**src/rtl/wb_regfile_pkg.sv**
```systemverilog
// y86_pkg: shared Y86-64 definitions for the write-back stage and the decode stage.
//   icode_e    : instruction codes I_HALT .. I_POPQ
//   R_NONE     : register specifier meaning "no register"
//   R_RSP      : architectural stack-pointer index
//   dst_t      : decoded write destinations (dst_e from valE, dst_m from valM)
//   dst_decode : icode/cnd/rA/rB -> dst_t, shared with decode-stage srcA/srcB logic
package y86_pkg;

    typedef enum logic [3:0] {
        I_HALT   = 4'h0,
        I_NOP    = 4'h1,
        I_RRMOVQ = 4'h2,
        I_IRMOVQ = 4'h3,
        I_RMMOVQ = 4'h4,
        I_MRMOVQ = 4'h5,
        I_OPQ    = 4'h6,
        I_JXX    = 4'h7,
        I_CALL   = 4'h8,
        I_RET    = 4'h9,
        I_PUSHQ  = 4'hA,
        I_POPQ   = 4'hB
    } icode_e;

    localparam logic [3:0] R_NONE = 4'hF;
    localparam logic [3:0] R_RSP  = 4'h4;

    typedef struct packed {
        logic [3:0] dst_e;
        logic [3:0] dst_m;
    } dst_t;

    // rsp_idx/rnone are arguments so parametrised register files can reuse this.
    function automatic dst_t dst_decode(
        input logic [3:0] icode,
        input logic       cnd,
        input logic [3:0] ra,
        input logic [3:0] rb,
        input logic [3:0] rsp_idx,
        input logic [3:0] rnone
    );
        dst_t d;
        d.dst_e = rnone;
        d.dst_m = rnone;
        case (icode)
            I_IRMOVQ, I_OPQ:                d.dst_e = rb;
            I_RRMOVQ:                       d.dst_e = cnd ? rb : rnone;
            I_CALL, I_RET, I_PUSHQ, I_POPQ: d.dst_e = rsp_idx;
            default:                        d.dst_e = rnone;
        endcase
        case (icode)
            I_MRMOVQ, I_POPQ: d.dst_m = ra;
            default:          d.dst_m = rnone;
        endcase
        return d;
    endfunction

endpackage

```
**src/rtl/wb_regfile_if.sv**
```systemverilog
// wb_regfile_if: write-back commit bus plus the two register read ports.
//   master (pipeline side): drives wb_valid, icode, cnd, rA, rB, valE, valM,
//                           raddr_a, raddr_b; receives rdata_a, rdata_b
//   slave  (register file): the reverse
interface wb_regfile_if #(
    parameter int unsigned DATA_W = 64
);
    logic              wb_valid;
    logic [3:0]        icode;
    logic              cnd;
    logic [3:0]        rA;
    logic [3:0]        rB;
    logic [DATA_W-1:0] valE;
    logic [DATA_W-1:0] valM;
    logic [3:0]        raddr_a;
    logic [3:0]        raddr_b;
    logic [DATA_W-1:0] rdata_a;
    logic [DATA_W-1:0] rdata_b;

    modport master (
        output wb_valid, icode, cnd, rA, rB, valE, valM, raddr_a, raddr_b,
        input  rdata_a, rdata_b
    );

    modport slave (
        input  wb_valid, icode, cnd, rA, rB, valE, valM, raddr_a, raddr_b,
        output rdata_a, rdata_b
    );
endinterface

```
**src/rtl/wb_regfile_dst_decode.sv**
```systemverilog
// wb_dst_decode: combinational write-destination decode.
//   icode, cnd, rA, rB : instruction fields in write-back
//   dstE               : destination for valE (RNONE if none)
//   dstM               : destination for valM (RNONE if none)
module wb_dst_decode
    import y86_pkg::*;
#(
    parameter logic [3:0] RNONE   = R_NONE,
    parameter logic [3:0] RSP_IDX = R_RSP
) (
    input  logic [3:0] icode,
    input  logic       cnd,
    input  logic [3:0] rA,
    input  logic [3:0] rB,
    output logic [3:0] dstE,
    output logic [3:0] dstM
);
    dst_t d;

    always_comb begin
        d    = dst_decode(icode, cnd, rA, rB, RSP_IDX, RNONE);
        dstE = d.dst_e;
        dstM = d.dst_m;
    end
endmodule

```
**src/rtl/wb_regfile.sv**
```systemverilog
// wb_regfile: Y86-64 write-back stage with internal register file.
//   clk, rst_n : clock (rising edge), asynchronous active-low reset
//   bus        : commit bus (wb_valid/icode/cnd/rA/rB/valE/valM) and two
//                read ports (raddr_a/b -> rdata_a/b, 0 for addr >= NREGS)
//   reg_flat   : register i at [i*DATA_W +: DATA_W]
//   retired    : committed-instruction count, wraps
//   halted     : sticky, HALT committed
//   err        : sticky, illegal icode seen
module wb_regfile
    import y86_pkg::*;
#(
    parameter int unsigned       DATA_W   = 64,
    parameter int unsigned       NREGS    = 15,
    parameter int unsigned       RNONE    = 15,
    parameter int unsigned       RSP_IDX  = 4,
    parameter logic [DATA_W-1:0] RSP_INIT = '0,
    parameter bit                BYPASS   = 1'b1,
    parameter int unsigned       CNT_W    = 32
) (
    input  logic                    clk,
    input  logic                    rst_n,
    wb_regfile_if.slave             bus,
    output logic [DATA_W*NREGS-1:0] reg_flat,
    output logic [CNT_W-1:0]        retired,
    output logic                    halted,
    output logic                    err
);
    logic [DATA_W-1:0] regs [NREGS];
    logic [3:0]        dst_e;
    logic [3:0]        dst_m;
    logic              commit;
    logic              illegal;
    logic [3:0]        raddr [2];
    logic [DATA_W-1:0] rdata [2];

    wb_dst_decode #(
        .RNONE   (4'(RNONE)),
        .RSP_IDX (4'(RSP_IDX))
    ) u_dst (
        .icode (bus.icode),
        .cnd   (bus.cnd),
        .rA    (bus.rA),
        .rB    (bus.rB),
        .dstE  (dst_e),
        .dstM  (dst_m)
    );

    // rst_n gates commit so the bypass path never exposes a write that reset discards.
    always_comb begin
        commit  = rst_n && bus.wb_valid && !halted && !err && (bus.icode <= I_POPQ);
        illegal = bus.wb_valid && (bus.icode > I_POPQ);
    end

    // Destinations >= NREGS never match an index, so they are dropped naturally.
    // Checking dst_m first makes valM win when both ports hit the same register.
    always_ff @(posedge clk or negedge rst_n) begin
        if (!rst_n) begin
            for (int unsigned i = 0; i < NREGS; i++)
                regs[i] <= (i == RSP_IDX) ? RSP_INIT : '0;
        end else if (commit) begin
            for (int unsigned i = 0; i < NREGS; i++) begin
                if (dst_m == 4'(i))
                    regs[i] <= bus.valM;
                else if (dst_e == 4'(i))
                    regs[i] <= bus.valE;
            end
        end
    end

    always_ff @(posedge clk or negedge rst_n) begin
        if (!rst_n) begin
            retired <= '0;
            halted  <= 1'b0;
            err     <= 1'b0;
        end else begin
            if (commit) begin
                retired <= retired + CNT_W'(1);
                if (bus.icode == I_HALT)
                    halted <= 1'b1;
            end
            if (illegal)
                err <= 1'b1;
        end
    end

    always_comb begin
        raddr[0] = bus.raddr_a;
        raddr[1] = bus.raddr_b;
        for (int unsigned p = 0; p < 2; p++) begin
            rdata[p] = '0;
            if (32'(raddr[p]) < NREGS) begin
                if (BYPASS && commit && dst_m == raddr[p])
                    rdata[p] = bus.valM;
                else if (BYPASS && commit && dst_e == raddr[p])
                    rdata[p] = bus.valE;
                else
                    rdata[p] = regs[raddr[p]];
            end
        end
        bus.rdata_a = rdata[0];
        bus.rdata_b = rdata[1];
    end

    always_comb begin
        reg_flat = '0;
        for (int unsigned i = 0; i < NREGS; i++)
            reg_flat[i*DATA_W +: DATA_W] = regs[i];
    end
endmodule
```
**src/flat_wrapper.sv**
```systemverilog
// flat-port wrapper written by rule: the top's interface ports become plain ports
module wb_regfile_flat import y86_pkg::*;
#(
    parameter int unsigned       DATA_W   = 64,
    parameter int unsigned       NREGS    = 15,
    parameter int unsigned       RNONE    = 15,
    parameter int unsigned       RSP_IDX  = 4,
    parameter logic [DATA_W-1:0] RSP_INIT = '0,
    parameter bit                BYPASS   = 1'b1,
    parameter int unsigned       CNT_W    = 32
)
  (clk, rst_n, reg_flat, retired, halted, err, bus_wb_valid, bus_icode, bus_cnd, bus_rA, bus_rB, bus_valE, bus_valM, bus_raddr_a, bus_raddr_b, bus_rdata_a, bus_rdata_b);
  wb_regfile_if #(.DATA_W(DATA_W)) bus_i ();
  input  logic clk;
  input  logic rst_n;
  output logic [DATA_W*NREGS-1:0] reg_flat;
  output logic [CNT_W-1:0] retired;
  output logic halted;
  output logic err;
  input wire logic [$bits(bus_i.wb_valid)-1:0] bus_wb_valid;
  input wire logic [$bits(bus_i.icode)-1:0] bus_icode;
  input wire logic [$bits(bus_i.cnd)-1:0] bus_cnd;
  input wire logic [$bits(bus_i.rA)-1:0] bus_rA;
  input wire logic [$bits(bus_i.rB)-1:0] bus_rB;
  input wire logic [$bits(bus_i.valE)-1:0] bus_valE;
  input wire logic [$bits(bus_i.valM)-1:0] bus_valM;
  input wire logic [$bits(bus_i.raddr_a)-1:0] bus_raddr_a;
  input wire logic [$bits(bus_i.raddr_b)-1:0] bus_raddr_b;
  output wire logic [$bits(bus_i.rdata_a)-1:0] bus_rdata_a;
  output wire logic [$bits(bus_i.rdata_b)-1:0] bus_rdata_b;
  assign bus_i.wb_valid = bus_wb_valid;
  assign bus_i.icode = bus_icode;
  assign bus_i.cnd = bus_cnd;
  assign bus_i.rA = bus_rA;
  assign bus_i.rB = bus_rB;
  assign bus_i.valE = bus_valE;
  assign bus_i.valM = bus_valM;
  assign bus_i.raddr_a = bus_raddr_a;
  assign bus_i.raddr_b = bus_raddr_b;
  assign bus_rdata_a = bus_i.rdata_a;
  assign bus_rdata_b = bus_i.rdata_b;
  wb_regfile #(.DATA_W(DATA_W), .NREGS(NREGS), .RNONE(RNONE), .RSP_IDX(RSP_IDX), .RSP_INIT(RSP_INIT), .BYPASS(BYPASS), .CNT_W(CNT_W)) u_core (.clk(clk), .rst_n(rst_n), .bus(bus_i), .reg_flat(reg_flat), .retired(retired), .halted(halted), .err(err));
endmodule
```
**config.mk**
```make
export PLATFORM = sky130hd
export DESIGN_NAME = wb_regfile_flat
export DESIGN_NICKNAME = d
export VERILOG_FILES = /design/src/rtl/wb_regfile_pkg.sv /design/src/rtl/wb_regfile_if.sv /design/src/rtl/wb_regfile_dst_decode.sv /design/src/rtl/wb_regfile.sv /design/src/flat_wrapper.sv
export SDC_FILE = /design/constraint.sdc
export NUM_CORES = 2
export LEC_CHECK = 0
export BUFFER_PORTS_ARGS = -buffer_cell sky130_fd_sc_hd__clkbuf_2
export CAP_MARGIN = 10
export CORE_AREA = 2 2 498 500
export DETAILED_ROUTE_END_ITERATION = 12
export DIE_AREA = 0 0 500 502
export HOLD_SLACK_MARGIN = 0.15
export PLACE_DENSITY_LB_ADDON = 0.05
export SLEW_MARGIN = 10
export SYNTH_ARGS = -nofsm -noshare
export SYNTH_HDL_FRONTEND = slang
export SYNTH_SLANG_ARGS = --single-unit
```
**constraint.sdc**
```tcl
create_clock -name clk -period 5.4 [get_ports clk]
set_clock_uncertainty 0.15 [all_clocks]
set_input_delay 0.27 -clock clk [delete_from_list [all_inputs] [get_ports clk]]
set_output_delay 0.27 -clock clk [all_outputs]
set_load 0.02 [all_outputs]
```
==> results.py <==
metrics = {
    "outcome": {
        "status": "complete, no violations",
    },
    "synthesis": {
        "yosys.cell_count.top_type": "dfrtp_1",
        "synth_largest_type_area_fraction_pct": 38.1,
        "ys_seq_area_share_pct": 38.1,
        "number_of_enable_type_register_cells_in_the_synthesized_netlist": 0,
        "synth.largest_area_cell": "dfrtp_1",
        "synth.distinct_cells": 64,
        "postSynthRegisterBits": 994,
        "mappedNetlistNets": 6047,
        "post_synth_instance_area_um2": 65300,
        "post_synth_arst_share_pct": 100,
        "postSynthAreaPerCell_um2": 11.1,
        "synth_top_cells_by_count": "dfrtp_1 (994), mux2i_1 (826), mux2_2 (719), o21ai_0 (640), nand2_1 (534)",
        "syn_inst": 5894,
        "synthTopCellsByArea": "dfrtp_1 (38%), mux4_2 (15%), mux2i_1 (13%)",
        "yosys_most_used_dff": "dfrtp_1",
        "yosys_warn_count": 0,
    },
    "detailed_routing": {
        "remaining_drc_errors": 0,
        "dr_total_vias": 58700,
        "drt_first_iter_violations": 5134,
        "totalWireLength_um": 408000,
        "drt.antenna.violating_nets": 0,
        "drt-vias-per-instance": 5.68,
        "average_wire_length_per_cell_after_detail_routing_um": 39.5,
        "drt-pass1-iter-count": 5,
    },
    "worst_setup_path": {
        "number_of_buffer_and_inverter_instances_along_the_worst_setup_path": 5,
        "rr_worst_depth": 7,
        "cpMostUsedCell": "dlygate4sd3_1",
        "timing.rr.end": "u_core.reg_flat[235]",
        "cp_slowest_stage_delay_ps": 950,
        "cp_max_delay_cell": "or4_4",
        "worstReg2RegStart": "u_core.err",
        "timing.critical_path.cells": "dlygate4sd3_1 -> dlygate4sd3_1 -> buf_8 -> and4bb_2 -> and2_1 -> o21ai_2 -> or4_4 -> buf_4 -> mux2i_1 -> a21oi_1 -> clkbuf_2",
        "worst_reg2reg_setup_slack_ps": 2010,
        "critPathCaptureType": "primary output",
        "start_kind": "input port",
        "timing.critical_path.arrival_ps": 4530,
        "critPathTopFamily": "buffers and inverters",
        "worstSetupPathType": "input port to primary output",
        "highest_fanout_seen_on_the_critical_path": 21,
        "critPathRequiredTime_ps": 4980,
    },
    "worst_hold_path": {
        "hp-class": "input port to flip-flop",
        "timing.hold.worst_path_depth": 5,
        "origin_of_the_worst_min_delay_path": "bus_icode[0]",
        "timing.hold.worst_endpoint": "u_core.reg_flat[766]",
    },
    "timing": {
        "worst-slew-pin-transition_ps": 1190,
        "period_share_pct": 91.6,
        "finalHoldViolations": 0,
        "slew-limit-headroom_pct": 19.6,
        "final-max-slew-violation-count": 0,
        "max_clock_freq_mhz": 202,
        "totalNegativeSetupSlack_ps": 0,
        "timing.final.setup_violations": 0,
        "grt_setup_unrepaired": "no",
        "final.min_clock_period_ps": 4950,
    },
    "clock_tree": {
        "cts_made_buffers": 139,
        "post_cts_resize_count": 0,
        "clock_path_buffers": 3,
        "htreeDepth": 4,
        "worst_skew_late_latency_ps": 830,
        "cts-root-buf": "clkbuf_16",
        "clock_tree_from_tritoncts": "done",
        "clock_slew_at_reported_path_ffs_ps": 50,
        "cts.sinks": 994,
    },
    "place": {
        "placement_stage_cell_area_um2": 75100,
        "gp_congestion": 0.845,
        "io_buffers": 1273,
        "dp_hpwl_um": 260000,
    },
    "final_layout": {
        "post_layout_nets": 7154,
        "layout-drive-gt1-share_pct": 40.3,
        "areaGrowthSynthToFinish_pct": 25.3,
        "postLayoutCellArea_um2": 81800,
    },
    "job": {
        "max-cap-violations": 0,
    },
    "floorplan": {
        "floorplan.rows": 182,
        "floorplan.initialDensity_pct": 26.6,
        "io_pins": 1274,
        "dieArea_um2": 251000,
        "placeableCoreArea_um2": 245000,
        "die_w_um": 500,
        "die-height_um": 502,
    },
    "global_route": {
        "antenna_found_initial": 22,
        "grt_max_degree": 143,
        "global_route.overflow_total": 0,
        "number_of_global_route_vias_before_repair": 58000,
        "grt_usage_pct": 31.6,
        "grt_pass1_wl_um": 547000,
    },
    "pwr": {
        "cellPowerDensity_nw_per_um2": 272,
        "power_w": 0.0222,
        "vdd_drop_max_v": 0.000203,
        "p_leak_nw": 39.6,
    },
}
[registers in the layout (all words and copies together), names as in the netlist]
signal           cells
u_core.retired      32
u_core.err           1
u_core.halted        1
u_core.reg_flat    960
[worst register-to-register path, delay by kind of cell, from the launching register on]
family                 cells  cell delay, ps
AO/OA/AOI/OAI              2             920
buffers and inverters      2             970
flip-flops                 1             400
AND/OR/NAND/NOR            3             840
[through the flow]
stage	std cells	worst slack [ps]	hold WS [ps]	util (%)
2_1_floorplan	5894	2330	-176	-
3_3_place_gp	9871	841	45.7	30.6
5_1_grt	10300	381	235	33.4
6_report	10300	453	262	33.4
4_1_cts	10300	489	167	33.4
3_5_place_dp	9878	1060	49.2	30.6
[how the worst max path moves through the flow]
stage	start	end	slack [ps]	cells after the start
finish	rst_n	bus_rdata_a[39]	450	11
global route	rst_n	bus_rdata_b[29]	380	11
CTS	rst_n	bus_rdata_a[40]	490	11
detailed placement	bus_icode[3]	bus_rdata_a[40]	1060	9
global placement	bus_icode[0]	bus_rdata_a[11]	840	8
floorplan	bus_icode[0]	bus_rdata_a[21]	2330	10
[power breakdown]
| group | switching [W] | internal, W |
|---|---|---|
| Sequential | 0.000582 | 0.00783 |
| Clock | 0.00401 | 0.00569 |
| Combinational | 0.00271 | 0.00143 |
| Total | 0.00730 | 0.0149 |
[logic make-up (layout without fill, tap and decap cells)]
family                   after synthesis  in the layout  share of synthesized area [%]
buffers and inverters                748           1958                           4.69
flip-flops                           994            994                           38.1
AO/OA/AOI/OAI                       1243           1243                           10.9
AND/OR/NAND/NOR                      886            886                           5.60
adder cells (fa/ha/maj)                1              1                         0.0192
multiplexers                        1981           1981                           40.1
other                                  0              6                              0
XOR/XNOR                              41             41                          0.550
[per-layer routing]
layer / track usage, % / share of wire (%) / wire, um / vias up
li1: - / - / - / 24200
met1: 40.9 / 42 / 171000 / 31200
met2: 50.7 / 46 / 189000 / 2744
met3: 7.60 / 7.4 / 30100 / 557
met4: 12.4 / 4.4 / 18000 / 0
met5: 0 / 0 / 0 / -
[final cells by class]
class                      count  area (um^2)
clock buffer                 198         3990
sequential                   994        24900
timing repair buffer        1627        10300
inverter                      87          332
multi-input combinational   4152        37700
tap                         3220         4030
fill                       24900       163000
antenna                        6         15.0
clock inverter                46          636
[timing repair]
| action | CTS | global route |
|---|---|---|
| hold buffers | 202 | 0 |
| setup endpoints to repair | 0 | 0 |
| setup buffers | 0 | 0 |
| hold endpoints to repair | 1161 | 0 |
[cell usage in the layout (no fill, tap or decap), types with 6 or more instances in the layout]
master         synthesis  final
mux2_2               719    719
mux4_2               436    436
clkbuf_1             459     32
a211oi_1              11     11
nand4_1               13     13
diode_2                0      6
clkbuf_2               0   1265
bufinv_16              0     11
a21oi_4                2      6
clkbuf_8               0     25
nor2_1               248    247
dfrtp_1              994    994
nor2b_1               10      8
inv_1                 85     84
o221ai_2               9      9
xnor2_1               22     21
mux2i_1              826    826
o22ai_1               15     14
o211a_1               10     10
clkbuf_16              0    141
o21ai_0              640    637
o41ai_2                0      7
and3_1                12     10
dlygate4sd3_1          0    201
buf_4                 25    101
nand3_1               18     13
a22oi_1               64     64
xor2_1                19     19
nand2_1              534    533
o31ai_1               55     55
o21ai_4                0      7
buf_12                 0     51
o2bb2ai_1              9      9
clkinv_2               0     20
a31oi_1               22     22
o221ai_1              64     63
a21oi_1              312    310
or3_1                  8      8
(Power assumes the default switching activity.)
